$ cat src/rtl/hockey_pkg.sv
// Shared constants for the hockey game display path.
// State codes, 4-bit character codes, segment patterns, numeric helper.
package hockey_pkg;

    localparam logic [3:0] ST_IDLE   = 4'd0;
    localparam logic [3:0] ST_DISP   = 4'd1;
    localparam logic [3:0] ST_HIT_A  = 4'd2;
    localparam logic [3:0] ST_HIT_B  = 4'd3;
    localparam logic [3:0] ST_SEND_A = 4'd4;
    localparam logic [3:0] ST_SEND_B = 4'd5;
    localparam logic [3:0] ST_RESP_A = 4'd6;
    localparam logic [3:0] ST_RESP_B = 4'd7;
    localparam logic [3:0] ST_GOAL_A = 4'd8;
    localparam logic [3:0] ST_GOAL_B = 4'd9;
    localparam logic [3:0] ST_END    = 4'd10;

    localparam logic [3:0] CH_0     = 4'h0;
    localparam logic [3:0] CH_1     = 4'h1;
    localparam logic [3:0] CH_2     = 4'h2;
    localparam logic [3:0] CH_3     = 4'h3;
    localparam logic [3:0] CH_4     = 4'h4;
    localparam logic [3:0] CH_A     = 4'hA;
    localparam logic [3:0] CH_B     = 4'hB;
    localparam logic [3:0] CH_DASH  = 4'hD;
    localparam logic [3:0] CH_E     = 4'hE;
    localparam logic [3:0] CH_BLANK = 4'hF;

    localparam logic [6:0] SEG_0     = 7'h40;
    localparam logic [6:0] SEG_1     = 7'h79;
    localparam logic [6:0] SEG_2     = 7'h24;
    localparam logic [6:0] SEG_3     = 7'h30;
    localparam logic [6:0] SEG_4     = 7'h19;
    localparam logic [6:0] SEG_A     = 7'h08;
    localparam logic [6:0] SEG_B     = 7'h03;
    localparam logic [6:0] SEG_DASH  = 7'h3F;
    localparam logic [6:0] SEG_E     = 7'h06;
    localparam logic [6:0] SEG_BLANK = 7'h7F;

    // Values above 4 cannot be drawn as digits and show as 'E'.
    function automatic logic [3:0] num_char(input logic [2:0] v);
        return (v > 3'd4) ? CH_E : {1'b0, v};
    endfunction

endpackage

$ cat src/rtl/hockey_display_if.sv
// Game-state bundle from the hockey FSM to the display stage.
// master: game FSM drives; slave: display consumes.
interface hockey_display_if;
    logic [3:0] state_in;
    logic [2:0] x_in;
    logic [2:0] y_in;
    logic [1:0] score_a;
    logic [1:0] score_b;

    modport master (output state_in, x_in, y_in, score_a, score_b);
    modport slave  (input  state_in, x_in, y_in, score_a, score_b);
endinterface

$ cat src/rtl/ssd_encode.sv
// Character code to active-low seven-segment pattern {g,f,e,d,c,b,a}.
// Ports: ch (4-bit code in), seg (7-bit pattern out). Combinational.
module ssd_encode
    import hockey_pkg::*;
(
    input  logic [3:0] ch,
    output logic [6:0] seg
);
    always_comb begin
        seg = SEG_BLANK;
        case (ch)
            CH_0:    seg = SEG_0;
            CH_1:    seg = SEG_1;
            CH_2:    seg = SEG_2;
            CH_3:    seg = SEG_3;
            CH_4:    seg = SEG_4;
            CH_A:    seg = SEG_A;
            CH_B:    seg = SEG_B;
            CH_DASH: seg = SEG_DASH;
            CH_E:    seg = SEG_E;
            default: seg = SEG_BLANK;
        endcase
    end
endmodule

$ cat src/rtl/hockey_display.sv
// Hockey output stage: 8-digit multiplexed display, player LEDs, puck bar.
// Ports: clk, rst (async high), game (slave bundle), AN, SEG, LEDA, LEDB, LEDX.
module hockey_display
    import hockey_pkg::*;
#(
    parameter int REFRESH_DIV  = 1000,
    parameter int BLINK_SWEEPS = 16
) (
    input  logic             clk,
    input  logic             rst,
    hockey_display_if.slave  game,
    output logic [7:0]       AN,
    output logic [6:0]       SEG,
    output logic             LEDA,
    output logic             LEDB,
    output logic [4:0]       LEDX
);
    localparam int RW = $clog2(REFRESH_DIV);
    localparam int BW = (BLINK_SWEEPS > 1) ? $clog2(BLINK_SWEEPS) : 1;
    localparam logic [RW-1:0] REF_LAST = RW'(REFRESH_DIV - 1);
    localparam logic [BW-1:0] BLK_LAST = BW'(BLINK_SWEEPS - 1);

    logic [RW-1:0] ref_cnt;
    logic [2:0]    digit;
    logic [BW-1:0] blk_cnt;
    logic          hidden;
    logic [3:0]    prev_state;

    logic          chg;
    logic          hide;
    logic          win_a;
    logic [3:0]    ch;
    logic [6:0]    seg_nx;
    logic          leda_nx;
    logic          ledb_nx;
    logic [4:0]    ledx_nx;

    assign chg   = (game.state_in != prev_state);
    // A state change shows the new screen visible on its very first cycle.
    assign hide  = hidden && !chg;
    assign win_a = (game.score_a == 2'd3);

    always_ff @(posedge clk or posedge rst) begin
        if (rst) begin
            ref_cnt    <= '0;
            digit      <= '0;
            blk_cnt    <= '0;
            hidden     <= 1'b0;
            prev_state <= ST_IDLE;
        end else begin
            prev_state <= game.state_in;
            if (ref_cnt == REF_LAST) begin
                ref_cnt <= '0;
                digit   <= digit + 3'd1;
            end else begin
                ref_cnt <= ref_cnt + RW'(1);
            end
            if (chg) begin
                blk_cnt <= '0;
                hidden  <= 1'b0;
            end else if (ref_cnt == REF_LAST && digit == 3'd7) begin
                if (blk_cnt == BLK_LAST) begin
                    blk_cnt <= '0;
                    hidden  <= ~hidden;
                end else begin
                    blk_cnt <= blk_cnt + BW'(1);
                end
            end
        end
    end

    always_comb begin
        ch = CH_BLANK;
        case (game.state_in)
            ST_IDLE: ch = CH_DASH;
            ST_DISP, ST_GOAL_A, ST_GOAL_B: begin
                case (digit)
                    3'd7:    ch = CH_A;
                    3'd6:    ch = num_char({1'b0, game.score_a});
                    3'd1:    ch = num_char({1'b0, game.score_b});
                    3'd0:    ch = CH_B;
                    default: ch = CH_BLANK;
                endcase
                if (hide && game.state_in == ST_GOAL_A && digit >= 3'd6)
                    ch = CH_BLANK;
                if (hide && game.state_in == ST_GOAL_B && digit <= 3'd1)
                    ch = CH_BLANK;
            end
            ST_HIT_A, ST_HIT_B, ST_SEND_A,
            ST_SEND_B, ST_RESP_A, ST_RESP_B: begin
                case (digit)
                    3'd7:    ch = num_char(game.x_in);
                    3'd6:    ch = num_char(game.y_in);
                    3'd1:    ch = num_char({1'b0, game.score_a});
                    3'd0:    ch = num_char({1'b0, game.score_b});
                    default: ch = CH_BLANK;
                endcase
            end
            ST_END: begin
                case (digit)
                    3'd7:    ch = win_a ? CH_A : CH_B;
                    3'd6:    ch = num_char({1'b0,
                                 win_a ? game.score_a : game.score_b});
                    3'd1:    ch = num_char({1'b0, game.score_a});
                    3'd0:    ch = num_char({1'b0, game.score_b});
                    default: ch = CH_BLANK;
                endcase
                if (hide)
                    ch = CH_BLANK;
            end
            default: ch = CH_E;
        endcase
    end

    ssd_encode u_enc (
        .ch  (ch),
        .seg (seg_nx)
    );

    always_comb begin
        leda_nx = (game.state_in == ST_HIT_A) || (game.state_in == ST_RESP_A)
               || (game.state_in == ST_END && win_a);
        ledb_nx = (game.state_in == ST_HIT_B) || (game.state_in == ST_RESP_B)
               || (game.state_in == ST_END && !win_a);
        ledx_nx = '0;
        if (game.state_in >= ST_HIT_A && game.state_in <= ST_GOAL_B
            && game.x_in <= 3'd4)
            ledx_nx = 5'd1 << game.x_in;
    end

    always_ff @(posedge clk or posedge rst) begin
        if (rst) begin
            AN   <= 8'hFF;
            SEG  <= SEG_BLANK;
            LEDA <= 1'b0;
            LEDB <= 1'b0;
            LEDX <= '0;
        end else begin
            AN   <= ~(8'd1 << digit);
            SEG  <= seg_nx;
            LEDA <= leda_nx;
            LEDB <= ledb_nx;
            LEDX <= ledx_nx;
        end
    end
endmodule

$ cat src/flat_wrapper.sv
// flat-port wrapper written by rule: the top's interface ports become plain ports
module hockey_display_flat import hockey_pkg::*;
#(
    parameter int REFRESH_DIV  = 1000,
    parameter int BLINK_SWEEPS = 16
)
  (clk, rst, AN, SEG, LEDA, LEDB, LEDX, game_state_in, game_x_in, game_y_in, game_score_a, game_score_b);
  hockey_display_if game_i ();
  input  logic clk;
  input  logic rst;
  output logic [7:0] AN;
  output logic [6:0] SEG;
  output logic LEDA;
  output logic LEDB;
  output logic [4:0] LEDX;
  input wire logic [$bits(game_i.state_in)-1:0] game_state_in;
  input wire logic [$bits(game_i.x_in)-1:0] game_x_in;
  input wire logic [$bits(game_i.y_in)-1:0] game_y_in;
  input wire logic [$bits(game_i.score_a)-1:0] game_score_a;
  input wire logic [$bits(game_i.score_b)-1:0] game_score_b;
  assign game_i.state_in = game_state_in;
  assign game_i.x_in = game_x_in;
  assign game_i.y_in = game_y_in;
  assign game_i.score_a = game_score_a;
  assign game_i.score_b = game_score_b;
  hockey_display #(.REFRESH_DIV(REFRESH_DIV), .BLINK_SWEEPS(BLINK_SWEEPS)) u_core (.clk(clk), .rst(rst), .game(game_i), .AN(AN), .SEG(SEG), .LEDA(LEDA), .LEDB(LEDB), .LEDX(LEDX));
endmodule
$ cat config.mk
export PLATFORM = sky130hd
export DESIGN_NAME = hockey_display_flat
export DESIGN_NICKNAME = d
export VERILOG_FILES = /design/src/rtl/hockey_pkg.sv /design/src/rtl/hockey_display_if.sv /design/src/rtl/ssd_encode.sv /design/src/rtl/hockey_display.sv /design/src/flat_wrapper.sv
export SDC_FILE = /design/constraint.sdc
export NUM_CORES = 1
export LEC_CHECK = 0
export ABC_AREA = 1
export BUFFER_PORTS_ARGS = -buffer_cell sky130_fd_sc_hd__buf_2
export CORE_MARGIN = 5
export CORE_UTILIZATION = 51
export CTS_CLUSTER_DIAMETER = 80
export CTS_CLUSTER_SIZE = 10
export DETAILED_ROUTE_END_ITERATION = 6
export GPL_ROUTABILITY_DRIVEN = 0
export HOLD_SLACK_MARGIN = 0.12
export PLACE_DENSITY_LB_ADDON = 0.2
export SLEW_MARGIN = 20
export SYNTH_ARGS = -nofsm -noshare
export SYNTH_HDL_FRONTEND = slang
export SYNTH_SLANG_ARGS = --single-unit
$ cat constraint.sdc
create_clock -name clk -period 2.2 [get_ports clk]
set_input_delay 0.11 -clock clk [delete_from_list [all_inputs] [get_ports clk]]
set_output_delay 0.11 -clock clk [all_outputs]
set_load 0.005 [all_outputs]
==> key figures, run 1 <==
Run status
  • Status: finished clean

Placement
  • Number of buffers inserted by port buffering: 37
  • Half-perimeter wire length after placement: 3600 microns
  • DP Cell Count: 392
  • Area of placed instances: ~2800 sq um

Drt
  • Via density per instance: around 5
  • Wire length per cell: ~12 microns
  • Post-detailed-route DRC marker count: 0
  • DRT Pass-1 Iters: 4
  • Remaining number of nets flagged by the antenna check after routing: 0
  • Number of vias after detailed routing: 2062
  • Number of violations reported at the end of detailed-routing iteration 0: 143
  • Wire length reported by the detailed router: 5170 microns

Timing
  • Top achievable clock speed: approximately 460 MHz
  • Normalized max-slew margin: 64.0%
  • Final setup vio count: 0
  • Final period demand of the worst path: ~2200 ps
  • Share of the cycle needed by the critical path after routing: a little over nine tenths
  • Setup repair after global routing missed its margin: yes
  • Final Max Slew Viols: 0
  • Worst Skew: ~6.7 ps
  • Slew at the pin closest to its max-slew limit: 541 ps
  • Final Hold Fails: 0

Pwr
  • Pwr dens: between 500 and 600 nW/um^2
  • IR drop worst, VDD: 350 uV
  • Static leakage: 1.63 nW

Synthesis
  • Mean instance size in the synthesized netlist: 8.35 sq um
  • Area share of the largest cell type after synthesis: 30.2%
  • Xor/xnor share of the synthesized area: 1.46%
  • Area fraction in compound gates after synthesis: 8.06%
  • Register bit count reported by yosys: 44
  • Post-Synth Simple-Gate Area: 29.4%
  • Synthesized Nets: 316
  • Share of synthesized area occupied by flip-flops and latches: 46.6%
  • Main combinational cell family by area after synthesis: simple AND/OR/NAND/NOR gates
  • Synth async-reset ratio: 100%
  • Synth cell count leaders: sky130_fd_sc_hd__nand2_1 (67), sky130_fd_sc_hd__inv_1 (39), sky130_fd_sc_hd__dfrtp_1 (29)
  • Fraction of synthesized area in multiplexers: 0.416%
  • Post-Syn Instances: 288
  • Cell type with the highest aggregate area in the netlist: sky130_fd_sc_hd__dfrtp_1
  • Number of warnings printed during yosys synthesis: 0
  • Cell area after synthesis: 2400 sq um
  • Top cells by area, synth: sky130_fd_sc_hd__dfrtp_1 (30%), sky130_fd_sc_hd__dfstp_2 (16%), sky130_fd_sc_hd__nand2_1 (10%)
  • Top-count cell post-synth: sky130_fd_sc_hd__nand2_1
  • Fraction of the mapped netlist area in adder cells: ~6.2%
  • Number of library cell types mapped by synthesis: 34
  • Dominant register cell in the synthesized netlist: sky130_fd_sc_hd__dfrtp_1
  • Number of synthesized flops with an enable pin: 0

Setup path
  • Crit-path slowest cell: sky130_fd_sc_hd__dfrtp_2
  • Worst Setup End Kind: register
  • Crit path max-delay family: simple AND/OR/NAND/NOR gates
  • Most repeated library cell on the critical path: sky130_fd_sc_hd__nand2_1
  • Sort of element at the start of the critical path: register
  • Top fanout value on the critical path: 5
  • Worst-path cell chain: inv_4, ha_4, nand2_4, buf_6, nand4_4, nand3_2, nand2_2, nand2_2, nor3_4, nand2_4, ha_2, inv_1, nand4_1, nand2_1, nand2_1, nand2_1
  • Worst setup path class: reg -> reg
  • Peak per-stage delay on the critical path: 470 ps
  • R2r worst-path depth: 16
  • Worst path depth: 16
  • Sum of buffers and inverters on the critical path: 3
  • Critical Path AT: 2410 ps
  • Required arrival time at the worst endpoint: ~2500 ps

Final layout
  • Utilization of the core after routing: 69.6%
  • Layout Area Growth over Synthesis: 34.9%
  • Filler instances: 369
  • Layout cell share with drive strength beyond 1: 41.0%
  • Final net count: between 300 and 400
  • Finished layout cell area: approximately 3200 sq um
  • Antenna diode count: 0
  • Non-filler cells, final: ~420

Floorplanning
  • Die width: 78.7 microns
  • Area of the core: 4660 sq um
  • Boundary pin count: 38
  • Number of placement rows: 25
  • Vert. Die Dim: approximately 79 microns
  • Initial standard-cell utilization of the core: 51.6%
  • DIE AREA: 6190 sq um

Clocking
  • Clock edge transition at the registers on the reported setup and hold paths: 90 ps
  • Clock latency at the later pin of the worst-skew pair: roughly 300 ps
  • TritonCTS buffer count: 5
  • H-tree Lvls: 2
  • CTS tree: built
  • CTS Root Buffer Type: sky130_fd_sc_hd__clkbuf_8
  • Maximum clock insertion buffer count: 2
  • Sinks on Clock Net: 44

Global routing
  • Overall track demand over capacity in global routing: 17.9%
  • First-pass GRT wire length: 8760 microns
  • Maximum number of pins on one net before global-route repair: 45
  • Number of antenna violations at the first check in global routing: 0
  • Total gr overflow: 0
  • Via count of the first global-routing pass: 1966

Flow run
  • Count of maximum capacitance violations: 0

Worst hold path
  • Worst Hold Depth: 3
  • Path class of the lowest-slack min-delay path: in -> reg
-- what timing repair did --
item	CTS	global route
endpoints found under the setup margin	5	7
hold endpoints to repair	39	0
pin swaps	2	26
buffers inserted	1	5
hold buffers	9	0
resized for setup	3	70
-- sequential cells by signal (all words and copies together), names as in the netlist --
register           count
u_core.LEDB            1
u_core.SEG             7
u_core.prev_state      4
u_core.blk_cnt         4
u_core.LEDA            1
u_core.ref_cnt        10
u_core.hidden          1
u_core.AN              8
u_core.LEDX            5
u_core.digit           3
-- path summary, 6_finish.rpt --
path | startpoint | slack [ps] | end
setup / recovery | u_core.digit[0] | 40 | u_core.SEG[3]
setup reg to reg | u_core.digit[0] | 40 | u_core.SEG[3]
min in group asynchronous | rst | 480 | u_core.LEDX[4]
hold reg to reg | u_core.ref_cnt[0] | 460 | u_core.ref_cnt[0]
max in group asynchronous | rst | 1320 | u_core.digit[0]
hold / removal | game_score_a[0] | 220 | u_core.LEDA
-- kinds of logic (layout without fill, tap and decap cells) --
family	Yosys count	in the layout
xor+xnor	4	4
buf+inv	47	120
flops	44	44
fa+ha+maj	12	12
compound gates	33	33
simple gates	147	147
mux	1	1
-- placed cells by master (no fill, tap or decap), types with 3 or more instances in the layout --
cell,n
sky130_fd_sc_hd__nand2_1,58
sky130_fd_sc_hd__buf_2,37
sky130_fd_sc_hd__inv_1,31
sky130_fd_sc_hd__dfrtp_1,27
sky130_fd_sc_hd__nand3_1,19
sky130_fd_sc_hd__nor2_1,18
sky130_fd_sc_hd__buf_4,18
sky130_fd_sc_hd__dfstp_2,15
sky130_fd_sc_hd__nand2_2,10
sky130_fd_sc_hd__inv_2,9
sky130_fd_sc_hd__nor3_1,9
sky130_fd_sc_hd__a21oi_1,9
sky130_fd_sc_hd__dlygate4sd3_1,9
sky130_fd_sc_hd__nand2_4,7
sky130_fd_sc_hd__ha_4,7
sky130_fd_sc_hd__nor2_2,6
sky130_fd_sc_hd__o21ai_0,6
sky130_fd_sc_hd__nand3_2,6
sky130_fd_sc_hd__o21ai_1,6
sky130_fd_sc_hd__clkbuf_8,5
sky130_fd_sc_hd__inv_4,4
sky130_fd_sc_hd__nor2_4,4
sky130_fd_sc_hd__ha_1,4
sky130_fd_sc_hd__xor2_1,3
sky130_fd_sc_hd__o21ai_2,3
sky130_fd_sc_hd__buf_6,3
-- metrics by stage --
step | setup slack (ps) | power [mW] | setup TNS (ps) | hold WS (ps)
2_1_floorplan | 57.3 | 1.00 | 0 | 141
3_3_place_gp | 10.3 | 1.08 | 0 | 271
3_5_place_dp | -46.5 | 1.08 | -74.2 | 273
4_1_cts | 6.31 | 1.72 | 0 | 208
5_1_grt | -116 | 1.84 | -569 | 237
6_report | 38.3 | 1.74 | 0 | 219
-- power by group --
part           leakage, nW  switching (mW)  total [mW]  internal (mW)
sequential           0.533         0.00725       0.860          0.853
combinational         1.04           0.150       0.259          0.108
clock               0.0548           0.283       0.624          0.342
-- cell type report --
class | instances | area [sq um] | area share [%]
Tap cell | 54 | 67.6 | 2.08
Sequential cell | 44 | 1120 | 34.6
Inverter | 45 | 186 | 5.75
Clock buffer | 5 | 68.8 | 2.12
Timing Repair Buffer | 67 | 444 | 13.7
Clock inverter | 3 | 46.3 | 1.43
Multi-Input combinational cell | 197 | 1310 | 40.3
-- worst min-delay path, cell delays in order --
cell and delay [ps]:
sky130_fd_sc_hd__buf_2 120, sky130_fd_sc_hd__nand2_1 140, sky130_fd_sc_hd__o21ai_0 110
-- layer usage --
layer | wire length (microns) | track usage [%] | up-vias
li1 | - | - | 1067
met1 | 2390 | 24.0 | 934
met2 | 2360 | 28.2 | 54
met3 | 347 | 4.36 | 7
met4 | 68 | 6.12 | 0
met5 | 0 | 0 | -
(Power assumes the default switching activity.)
==> run 2, diff against run 1 <==
--- a/config.mk
+++ b/config.mk
@@ -8,7 +8,8 @@
 export ABC_AREA = 1
 export BUFFER_PORTS_ARGS = -buffer_cell sky130_fd_sc_hd__buf_2
 export CORE_MARGIN = 5
-export CORE_UTILIZATION = 51
+export CORE_UTILIZATION = 53
+export CTS_BUF_LIST = sky130_fd_sc_hd__clkbuf_4 sky130_fd_sc_hd__clkbuf_8
 export CTS_CLUSTER_DIAMETER = 80
 export CTS_CLUSTER_SIZE = 10
 export DETAILED_ROUTE_END_ITERATION = 6
==> run 2 against run 1 <==
Against the previous run: the flow now finishes with violations (setup timing); final area shrank 2.2%; core utilization rose by 2.8 points; critical endpoint is now u_core.SEG[6]; power fell by 7.3%; largest power group unchanged; sequential power hardly changed; register-to-register slack worse by 80 ps.
==> key figures, run 2 (synthesized netlist as in run 1, its figures left out) <==
Placement
  • DP Cell Count: 388 (-1.0%)
  • Half-perimeter wire length after placement: 3600 microns (about the same)
  • Number of buffers inserted by port buffering: 37 (unchanged)

Final layout
  • Register with the most flip-flops: u_core.ref_cnt
  • Final net count: 386 (-0.52%)
  • Registers with the most flip-flops: u_core.ref_cnt: 10 flops, u_core.AN: 8 flops, u_core.SEG: 7 flops
  • Max FFs per register: 10 (unchanged)
  • Leading cell types in the layout, fill and taps excluded: sky130_fd_sc_hd__nand2_1 (62), sky130_fd_sc_hd__buf_2 (37), sky130_fd_sc_hd__inv_1 (30)
  • Layout Area Growth over Synthesis: 31.9%
  • Layout cell share with drive strength beyond 1: 39.3% (-1.7 points)
  • Antenna diode count: 0 (unchanged)
  • Filler instances: 325 (-12%)
  • Utilization of the core after routing: 72.4% (+2.8 points)
  • Most common library cell in the layout ignoring fill and taps: sky130_fd_sc_hd__nand2_1
  • Non-filler cells, final: 411 (-0.96%)

Floorplanning
  • Vert. Die Dim: 77.4 microns (-1.7%)
  • DIE AREA: 5980 sq um (-3.3%)
  • Area of the core: 4380 sq um (-5.9%)
  • Number of placement rows: 24 (-4.0%)
  • Boundary pin count: 38 (unchanged)
  • Initial standard-cell utilization of the core: 54.9% (+3.3 points)
  • Die width: 77.4 microns (-1.7%)

Setup path
  • Crit path max-delay family: simple AND/OR/NAND/NOR gates
  • Top fanout value on the critical path: 7 (+2)
  • Worst setup path class: reg -> reg
  • Required arrival time at the worst endpoint: 2440 ps (about the same)
  • Sort of element at the start of the critical path: register
  • Peak per-stage delay on the critical path: 480 ps (about the same)
  • Critical Path AT: 2480 ps (+70 ps)
  • Sum of buffers and inverters on the critical path: 2 (-1)
  • Crit-path slowest cell: sky130_fd_sc_hd__dfrtp_2
  • Worst Setup End Kind: register
  • Worst-path cell chain: ha_4, ha_4, inv_6, o21ai_2, o21ai_1, nand3_1, nor3_4, nand2_4, ha_4, inv_2, nand2_1, nand3_1, nand2_1
  • Most repeated library cell on the critical path: sky130_fd_sc_hd__ha_4

Drt
  • Wire length per cell: 12.8 microns (+3.0%)
  • Number of violations reported at the end of detailed-routing iteration 0: 115 (-20%)
  • Wire length reported by the detailed router: 5270 microns (+2.0%)
  • Number of vias after detailed routing: 2077 (+0.73%)
  • DRT Pass-1 Iters: 4 (unchanged)
  • Via density per instance: 5.05 (+1.7%)
  • Remaining number of nets flagged by the antenna check after routing: 0 (unchanged)
  • Post-detailed-route DRC marker count: 0 (unchanged)

Timing
  • Normalized max-slew margin: 64.0% (about the same)
  • Final Max Slew Viols: 0 (unchanged)
  • Worst slack on hold paths: 220 ps (+1.04 ps)
  • Worst Skew: 3.59 ps (-3.07 ps)
  • Share of the cycle needed by the critical path after routing: 102% (+3.5 points)
  • Setup repair after global routing missed its margin: yes
  • Final Hold Fails: 0 (unchanged)
  • Final period demand of the worst path: 2240 ps (+77.0 ps)
  • Smallest setup slack after layout: -38.7 ps (-77.0 ps)
  • Slew at the pin closest to its max-slew limit: 541 ps (-0.136 ps)
  • Final setup vio count: 1 (+1)
  • Top achievable clock speed: 447 MHz (-3.4%)

Clocking
  • CTS Root Buffer Type: sky130_fd_sc_hd__clkbuf_8
  • Sinks on Clock Net: 44 (unchanged)
  • Clock latency at the later pin of the worst-skew pair: 300 ps (about the same)
  • H-tree Lvls: 2 (unchanged)
  • Clock edge transition at the registers on the reported setup and hold paths: 80 ps (about the same)
  • Maximum clock insertion buffer count: 2 (unchanged)
  • CTS tree: built
  • TritonCTS buffer count: 5 (unchanged)

Global routing
  • Total gr overflow: 0 (unchanged)
  • Overall track demand over capacity in global routing: 17.7% (-0.15 points)
  • Number of antenna violations at the first check in global routing: 0 (unchanged)
  • Via count of the first global-routing pass: 1915 (-2.6%)
  • Maximum number of pins on one net before global-route repair: 45 (unchanged)
  • First-pass GRT wire length: 8760 microns (unchanged)

Run status
  • Status: complete, but fails checks
  • Failing checks: setup timing

Pwr
  • Static leakage: 1.60 nW (-2.0%)
  • Pwr dens: 509 nW/um^2 (-5.3%)
  • IR drop worst, VDD: 345 uV (-1.4%)

Worst hold path
  • Path class of the lowest-slack min-delay path: in -> reg

Flow run
  • Count of maximum capacitance violations: 0 (unchanged)
==> run 2: changes by cell type in the layout (fill, tap and decap cells not counted), moves of 3 or more <==
cell                      delta
sky130_fd_sc_hd__nand3_2     -3
sky130_fd_sc_hd__nor2_2      +3
sky130_fd_sc_hd__nand2_1     +4
sky130_fd_sc_hd__nand2_2     -4
sky130_fd_sc_hd__nor2_4      -3
==> run 2: power breakdown <==
group / internal [mW] / leakage, nW / switching, mW
registers: 0.853 / 0.533 / 0.00828
logic: 0.104 / 1.02 / 0.149
clock network: 0.221 / 0.0479 / 0.280
==> run 2: cell type report <==
| type | count | area (sq um) | share of cell area [%] |
|---|---|---|---|
| Inverter | 45 | 186 | 5.88 |
| Timing Repair Buffer | 65 | 422 | 13.3 |
| Multi-Input combinational cell | 197 | 1290 | 40.7 |
| Clock buffer | 5 | 68.8 | 2.17 |
| Tap cell | 52 | 65.1 | 2.05 |
| Clock inverter | 3 | 18.8 | 0.591 |
| Sequential cell | 44 | 1120 | 35.4 |
==> run 2: stage by stage <==
step / TNS (ps) / setup WS (ps) / power (mW) / cell area [sq um]
4_1_cts: -8.76 / -8.76 / 1.59 / 2930
6_report: -38.7 / -38.7 / 1.62 / 3170
5_1_grt: -540 / -107 / 1.69 / 3170
3_3_place_gp: 0 / 13.7 / 1.07 / 2730
3_5_place_dp: -224 / -81.1 / 1.08 / 2730
2_1_floorplan: 0 / 57.3 / 1.00 / 2400
==> run 2: metal layers <==
layer	global-route usage, %	up-vias	wire length, microns
met5	0	-	0
li1	-	1058	-
met2	26.9	62	2400
met4	5.50	0	102
met3	4.63	11	353
met1	24.9	946	2410
==> run 2: final timing paths <==
kind / startpoint / endpoint / slack (ps) / cells past startpoint
max: u_core.digit[0] / u_core.SEG[6] / -40 / 13
min: game_score_a[1] / u_core.LEDA / 220 / 3
max reg2reg: u_core.digit[0] / u_core.SEG[6] / -40 / 13
min reg2reg: u_core.ref_cnt[0] / u_core.ref_cnt[0] / 470 / 1
max in group asynchronous: rst / u_core.digit[1] / 1320 / 4
min in group asynchronous: rst / u_core.LEDX[0] / 490 / 4
==> run 2: tightest hold or removal path: stages <==
cell                      delay, ps
sky130_fd_sc_hd__buf_2          120
sky130_fd_sc_hd__nand2_1        140
sky130_fd_sc_hd__o21ai_0        110
==> run 2: what timing repair did <==
item	CTS	global route
buffers inserted	1	5
gates resized for setup	7	58
endpoints found under the setup margin	6	7
hold buffers	9	0
pin swaps	2	25
hold endpoints to repair	38	0
